### src/rtl/xor_unit_arbiter_if.sv
// Request/response bundle for the shared XOR datapath.
// The requesters and the consumer take the master side; the arbiter takes the slave side.
interface xor_unit_arbiter_if #(
    parameter int NUM_REQ = 4,
    parameter int WIDTH   = 32,
    parameter int IDW     = 2
);
    logic [NUM_REQ-1:0]       req_valid;
    logic [NUM_REQ-1:0]       req_ready;
    logic [NUM_REQ*WIDTH-1:0] req_a;
    logic [NUM_REQ*WIDTH-1:0] req_b;
    logic [NUM_REQ-1:0]       req_inv;
    logic                     resp_valid;
    logic                     resp_ready;
    logic [WIDTH-1:0]         resp_data;
    logic [IDW-1:0]           resp_id;

    modport master (
        output req_valid, req_a, req_b, req_inv, resp_ready,
        input  req_ready, resp_valid, resp_data, resp_id
    );

    modport slave (
        input  req_valid, req_a, req_b, req_inv, resp_ready,
        output req_ready, resp_valid, resp_data, resp_id
    );
endinterface

### src/rtl/xor_unit_arbiter.sv
// Round-robin arbiter sharing one registered XOR/XNOR datapath between NUM_REQ requesters,
// with a valid/ready response port and a saturating completed-operation counter.
module xor_unit_arbiter #(
    parameter int NUM_REQ = 4,
    parameter int WIDTH   = 32,
    parameter int IDW     = 2,
    parameter int CNTW    = 16
) (
    input  logic                 clk,
    input  logic                 reset_n,
    xor_unit_arbiter_if.slave    bus,
    output logic                 busy,
    output logic [CNTW-1:0]      op_count
);

    typedef enum logic {IDLE, HOLD} state_t;

    state_t           state_q, state_d;
    logic [IDW-1:0]   ptr_q, ptr_d;
    logic [WIDTH-1:0] data_q, data_d;
    logic [IDW-1:0]   id_q, id_d;
    logic [CNTW-1:0]  cnt_q, cnt_d;

    logic               acc;
    logic               gnt_found;
    logic [IDW-1:0]     gnt_idx;
    logic [IDW-1:0]     scan_idx;
    logic               xfer;
    logic               done;
    logic [NUM_REQ-1:0] grant_vec;
    logic [WIDTH-1:0]   op_a;
    logic [WIDTH-1:0]   op_b;
    logic [WIDTH-1:0]   xor_res;

    function automatic logic [CNTW-1:0] sat_inc(input logic [CNTW-1:0] v);
        return (&v) ? v : v + 1'b1;
    endfunction

    // Scan from the highest offset down so the requester closest to ptr wins.
    always_comb begin
        gnt_found = 1'b0;
        gnt_idx   = '0;
        scan_idx  = '0;
        for (int k = NUM_REQ - 1; k >= 0; k--) begin
            scan_idx = ptr_q + IDW'(k);
            if (bus.req_valid[scan_idx]) begin
                gnt_found = 1'b1;
                gnt_idx   = scan_idx;
            end
        end
    end

    always_comb begin
        acc       = (state_q == IDLE) || bus.resp_ready;
        xfer      = acc && gnt_found && reset_n;
        done      = (state_q == HOLD) && bus.resp_ready;
        grant_vec = '0;
        if (xfer) begin
            grant_vec[gnt_idx] = 1'b1;
        end
        op_a    = bus.req_a[int'(gnt_idx)*WIDTH +: WIDTH];
        op_b    = bus.req_b[int'(gnt_idx)*WIDTH +: WIDTH];
        xor_res = bus.req_inv[gnt_idx] ? ~(op_a ^ op_b) : (op_a ^ op_b);
    end

    always_comb begin
        state_d = state_q;
        ptr_d   = ptr_q;
        data_d  = data_q;
        id_d    = id_q;
        cnt_d   = cnt_q;
        if (done) begin
            cnt_d   = sat_inc(cnt_q);
            state_d = IDLE;
        end
        if (xfer) begin
            state_d = HOLD;
            data_d  = xor_res;
            id_d    = gnt_idx;
            ptr_d   = gnt_idx + 1'b1;
        end
    end

    always_ff @(posedge clk) begin
        if (!reset_n) begin
            state_q <= IDLE;
            ptr_q   <= '0;
            data_q  <= '0;
            id_q    <= '0;
            cnt_q   <= '0;
        end else begin
            state_q <= state_d;
            ptr_q   <= ptr_d;
            data_q  <= data_d;
            id_q    <= id_d;
            cnt_q   <= cnt_d;
        end
    end

    assign bus.req_ready  = grant_vec;
    assign bus.resp_valid = (state_q == HOLD);
    assign bus.resp_data  = data_q;
    assign bus.resp_id    = id_q;
    assign busy           = (state_q == HOLD);
    assign op_count       = cnt_q;

endmodule

### src/flat_wrapper.sv
// flat-port wrapper written by rule: the top's interface ports become plain ports
module xor_unit_arbiter_flat 
#(
    parameter int NUM_REQ = 4,
    parameter int WIDTH   = 32,
    parameter int IDW     = 2,
    parameter int CNTW    = 16
)
  (clk, reset_n, busy, op_count, bus_req_valid, bus_req_a, bus_req_b, bus_req_inv, bus_resp_ready, bus_req_ready, bus_resp_valid, bus_resp_data, bus_resp_id);
  xor_unit_arbiter_if #(.NUM_REQ(NUM_REQ), .WIDTH(WIDTH), .IDW(IDW)) bus_i ();
  input  logic clk;
  input  logic reset_n;
  output logic busy;
  output logic [CNTW-1:0] op_count;
  input wire logic [$bits(bus_i.req_valid)-1:0] bus_req_valid;
  input wire logic [$bits(bus_i.req_a)-1:0] bus_req_a;
  input wire logic [$bits(bus_i.req_b)-1:0] bus_req_b;
  input wire logic [$bits(bus_i.req_inv)-1:0] bus_req_inv;
  input wire logic [$bits(bus_i.resp_ready)-1:0] bus_resp_ready;
  output wire logic [$bits(bus_i.req_ready)-1:0] bus_req_ready;
  output wire logic [$bits(bus_i.resp_valid)-1:0] bus_resp_valid;
  output wire logic [$bits(bus_i.resp_data)-1:0] bus_resp_data;
  output wire logic [$bits(bus_i.resp_id)-1:0] bus_resp_id;
  assign bus_i.req_valid = bus_req_valid;
  assign bus_i.req_a = bus_req_a;
  assign bus_i.req_b = bus_req_b;
  assign bus_i.req_inv = bus_req_inv;
  assign bus_i.resp_ready = bus_resp_ready;
  assign bus_req_ready = bus_i.req_ready;
  assign bus_resp_valid = bus_i.resp_valid;
  assign bus_resp_data = bus_i.resp_data;
  assign bus_resp_id = bus_i.resp_id;
  xor_unit_arbiter #(.NUM_REQ(NUM_REQ), .WIDTH(WIDTH), .IDW(IDW), .CNTW(CNTW)) u_core (.clk(clk), .reset_n(reset_n), .bus(bus_i), .busy(busy), .op_count(op_count));
endmodule
### config.mk
export PLATFORM = sky130hd
export DESIGN_NAME = xor_unit_arbiter_flat
export DESIGN_NICKNAME = d
export VERILOG_FILES = /design/src/rtl/xor_unit_arbiter_if.sv /design/src/rtl/xor_unit_arbiter.sv /design/src/flat_wrapper.sv
export SDC_FILE = /design/constraint.sdc
export NUM_CORES = 1
export LEC_CHECK = 0
export CAP_MARGIN = 20
export CORE_ASPECT_RATIO = 1.1
export CORE_MARGIN = 2
export CORE_UTILIZATION = 35
export CTS_CLUSTER_SIZE = 28
export DETAILED_ROUTE_END_ITERATION = 6
export PLACE_DENSITY = 0.78
export SETUP_SLACK_MARGIN = 0.02
export SYNTH_ARGS = -nofsm -noshare
export SYNTH_HDL_FRONTEND = slang
export SYNTH_SLANG_ARGS = --single-unit
### constraint.sdc
create_clock -name clk -period 2.6 [get_ports clk]
set_input_delay 0.52 -clock clk [delete_from_list [all_inputs] [get_ports clk]]
set_output_delay 0.52 -clock clk [all_outputs]
set_load 0.02 [all_outputs]
==> out/metrics.yaml <==
drtIter0Drc: 436
cts_tree: "yes"
end_kind: "output pin"
synth_nets: 993
status: "complete, no violations"
start_util: 0.3551
yosysSeqAreaShare: 0.1921
gr-total-overflow: 0
synth_commonest_cells: "nand3_1, o21ai_0, and3_1"
diodes: 0
cts_max_level: 2
grt_max_degree: 81
dr.pass1.iters: 5
holdBufCountCts: 0
area_growth_pct: 74.22
synth-seq-cells: 53
finalSetupViolations: 0
yosysWarnings: 0
cts_buffers: 5
place_area_um2: 9228
worst_setup_path_start_kind: "input port"
fin_area_um2: 9622
clk_pin_slew_worst_paths_ns: 0.07
worstSetupPathType: "input port to output pin"
yosys-top-cells-area: "dfxtp_1, nand3_1, a211oi_2, and3_1, o21ai_0"
vias: 6845
ys.flop_type: "dfxtp_1"
cp_data_required_time_ns: 2.08
yosys.area.top_type_share: 0.1921
viasPerCell: 5.476
top_layer: "met5"
dp_slack_ns: -0.6564
wl_met3_mm: 1.636
async_flop_share: 0
clockBufferDepth: 2
final_max_slew_viol_count: 0
clock_skew_ns: 0.004649
coreArea_um2: 15550
wl_met2_mm: 11.02
num_rows: 48
timing.slew.headroom: 0.6323
cts_sinks: 53
avgSynthCellArea_um2: 7.660
clock_latency_ns: 0.29
maxCapViolations: 0
grt_pass1_wl_mm: 32.90
period_share: 0.9726
wire_per_inst_um: 17.86
cts_root_buf: "clkbuf_16"
fmax_ghz: 0.3955
p_leak_nw: 3.830
hold_path_class: "flop to flop"
drive_gt1_frac: 0.1610
wl_mm: 22.33
postSynthCellCount: 721
rsz0062_at_grt: "true"
die_area_um2: 16800
fp.dieH_um: 135.7
grt_pass1_vias: 6485
critPathArrivalTime_ns: 2.01
nNetsFinal: 1321
io_pins: 323
yosys.area.top_type: "dfxtp_1"
ys_types: 47
antenna_found_initial: 1
ir_drop_mv: 0.3360
worst_slew_pin_slew_ns: 0.5515
hold_slack_ns: 0.4663
yosysMostFrequentCell: "nand3_1"
fin_ws_ns: 0.07136
period_minus_slack_ns: 2.529
ant_nets: 0
grt_usage: 0.2486
dieWidth_um: 123.8
gp_congestion: 0.8224
power_density_nw_per_um2: 566.6
drc_errors: 0
dp_hpwl_mm: 15.67
hold_viol: 0
synth_edf_count: 0
critPathMaxFanout: 4
wl_met1_mm: 9.258
io_buffers: 322
netlist_area_um2: 5523
[worst max-delay path, cell delays in order]
cell,delay [ns]
dlygate4sd2_1,0.28
mux2i_1,0.14
nor2_1,0.07
or3_4,0.42
buf_4,0.16
ha_1,0.19
inv_1,0.05
nor2_1,0.03
buf_2,0.15
[cells in the final DEF (no fill, tap or decap), types with 24 or more instances in the layout]
| cell | count |
|---|---|
| a211oi_2 | 50 |
| clkdlybuf4s50_1 | 313 |
| a211oi_1 | 24 |
| xnor2_1 | 28 |
| nand2_1 | 24 |
| and3_1 | 64 |
| o21ai_0 | 76 |
| buf_4 | 52 |
| nand3_1 | 142 |
| dfxtp_1 | 53 |
[state kept, by name, summed over array words and instances, names as in the netlist]
signal,flops
u_core.bus.resp_valid,1
u_core.bus.resp_id,2
u_core.bus.resp_data,32
u_core.ptr_q,2
u_core.op_count,16
[metal layers]
layer / GRT usage / vias to the layer above
met5: 0 / -
met4: 0.06944 / 2
met3: 0.05135 / 28
met2: 0.4377 / 259
met1: 0.3029 / 3159
li1: - / 3397
[cells by family (layout without fill, tap and decap cells)]
logic type               Yosys count  count (layout)  synth area share
AO/OA/AOI/OAI                    217             217            0.3140
AND/OR/NAND/NOR                  316             316            0.3222
XOR/XNOR                          47              47           0.07454
flip-flops                        53              53            0.1921
adder cells (fa/ha/maj)            5               5           0.01133
buffers and inverters             81             410           0.08224
multiplexers                       2               2          0.003625
[final timing paths]
path | cells after the start | startpoint | slack, ns | end
min reg2reg | 2 | u_core.bus.resp_data[1]$_SDFFE_PN0P_ | 0.47 | u_core.bus.resp_data[1]$_SDFFE_PN0P_
min | 2 | u_core.bus.resp_data[1]$_SDFFE_PN0P_ | 0.47 | u_core.bus.resp_data[1]$_SDFFE_PN0P_
max reg2reg | 10 | u_core.ptr_q[1]$_SDFFE_PN0P_ | 0.15 | u_core.bus.resp_data[23]$_SDFFE_PN0P_
max | 9 | bus_req_valid[0] | 0.07 | bus_req_ready[0]
[area by class of cell]
| cell class | instances | area [um^2] |
|---|---|---|
| Inverter | 8 | 35.03 |
| Sequential cell | 53 | 1061 |
| Clock inverter | 3 | 26.28 |
| Tap cell | 200 | 250.2 |
| Timing Repair Buffer | 394 | 4008 |
| Fill cell | 1406 | 5933 |
| Clock buffer | 5 | 125.1 |
| Multi-Input combinational cell | 587 | 4116 |
[power breakdown]
part | switching (mW) | total (mW) | internal [mW]
combinational | 1.85 | 3.63 | 1.78
sequential | 0.108 | 1.13 | 1.02
clock | 0.326 | 0.691 | 0.365
total | 2.29 | 5.45 | 3.17
[repair_timing]
item | CTS | global route
buffers inserted | 1 | 2
pin swaps | 7 | 9
endpoints found under the hold margin | 0 | 0
setup endpoints to repair | 36 | 32
cloned | 3 | 2
resized for setup | 39 | 10
[per-stage QoR]
| stage | power [mW] | util | TNS [ns] | instances |
|---|---|---|---|---|
| 4_1_cts | 5.410 | 0.6116 | 0 | 1246 |
| 6_report | 5.452 | 0.6186 | 0 | 1250 |
| 5_1_grt | 5.809 | 0.6186 | 0 | 1250 |
| 3_5_place_dp | 4.604 | 0.5932 | -21.07 | 1234 |
| 3_3_place_gp | 4.552 | 0.5932 | -19.65 | 1234 |
| 2_1_floorplan | 3.106 | - | 0 | 721 |
(Power assumes the default switching activity.)
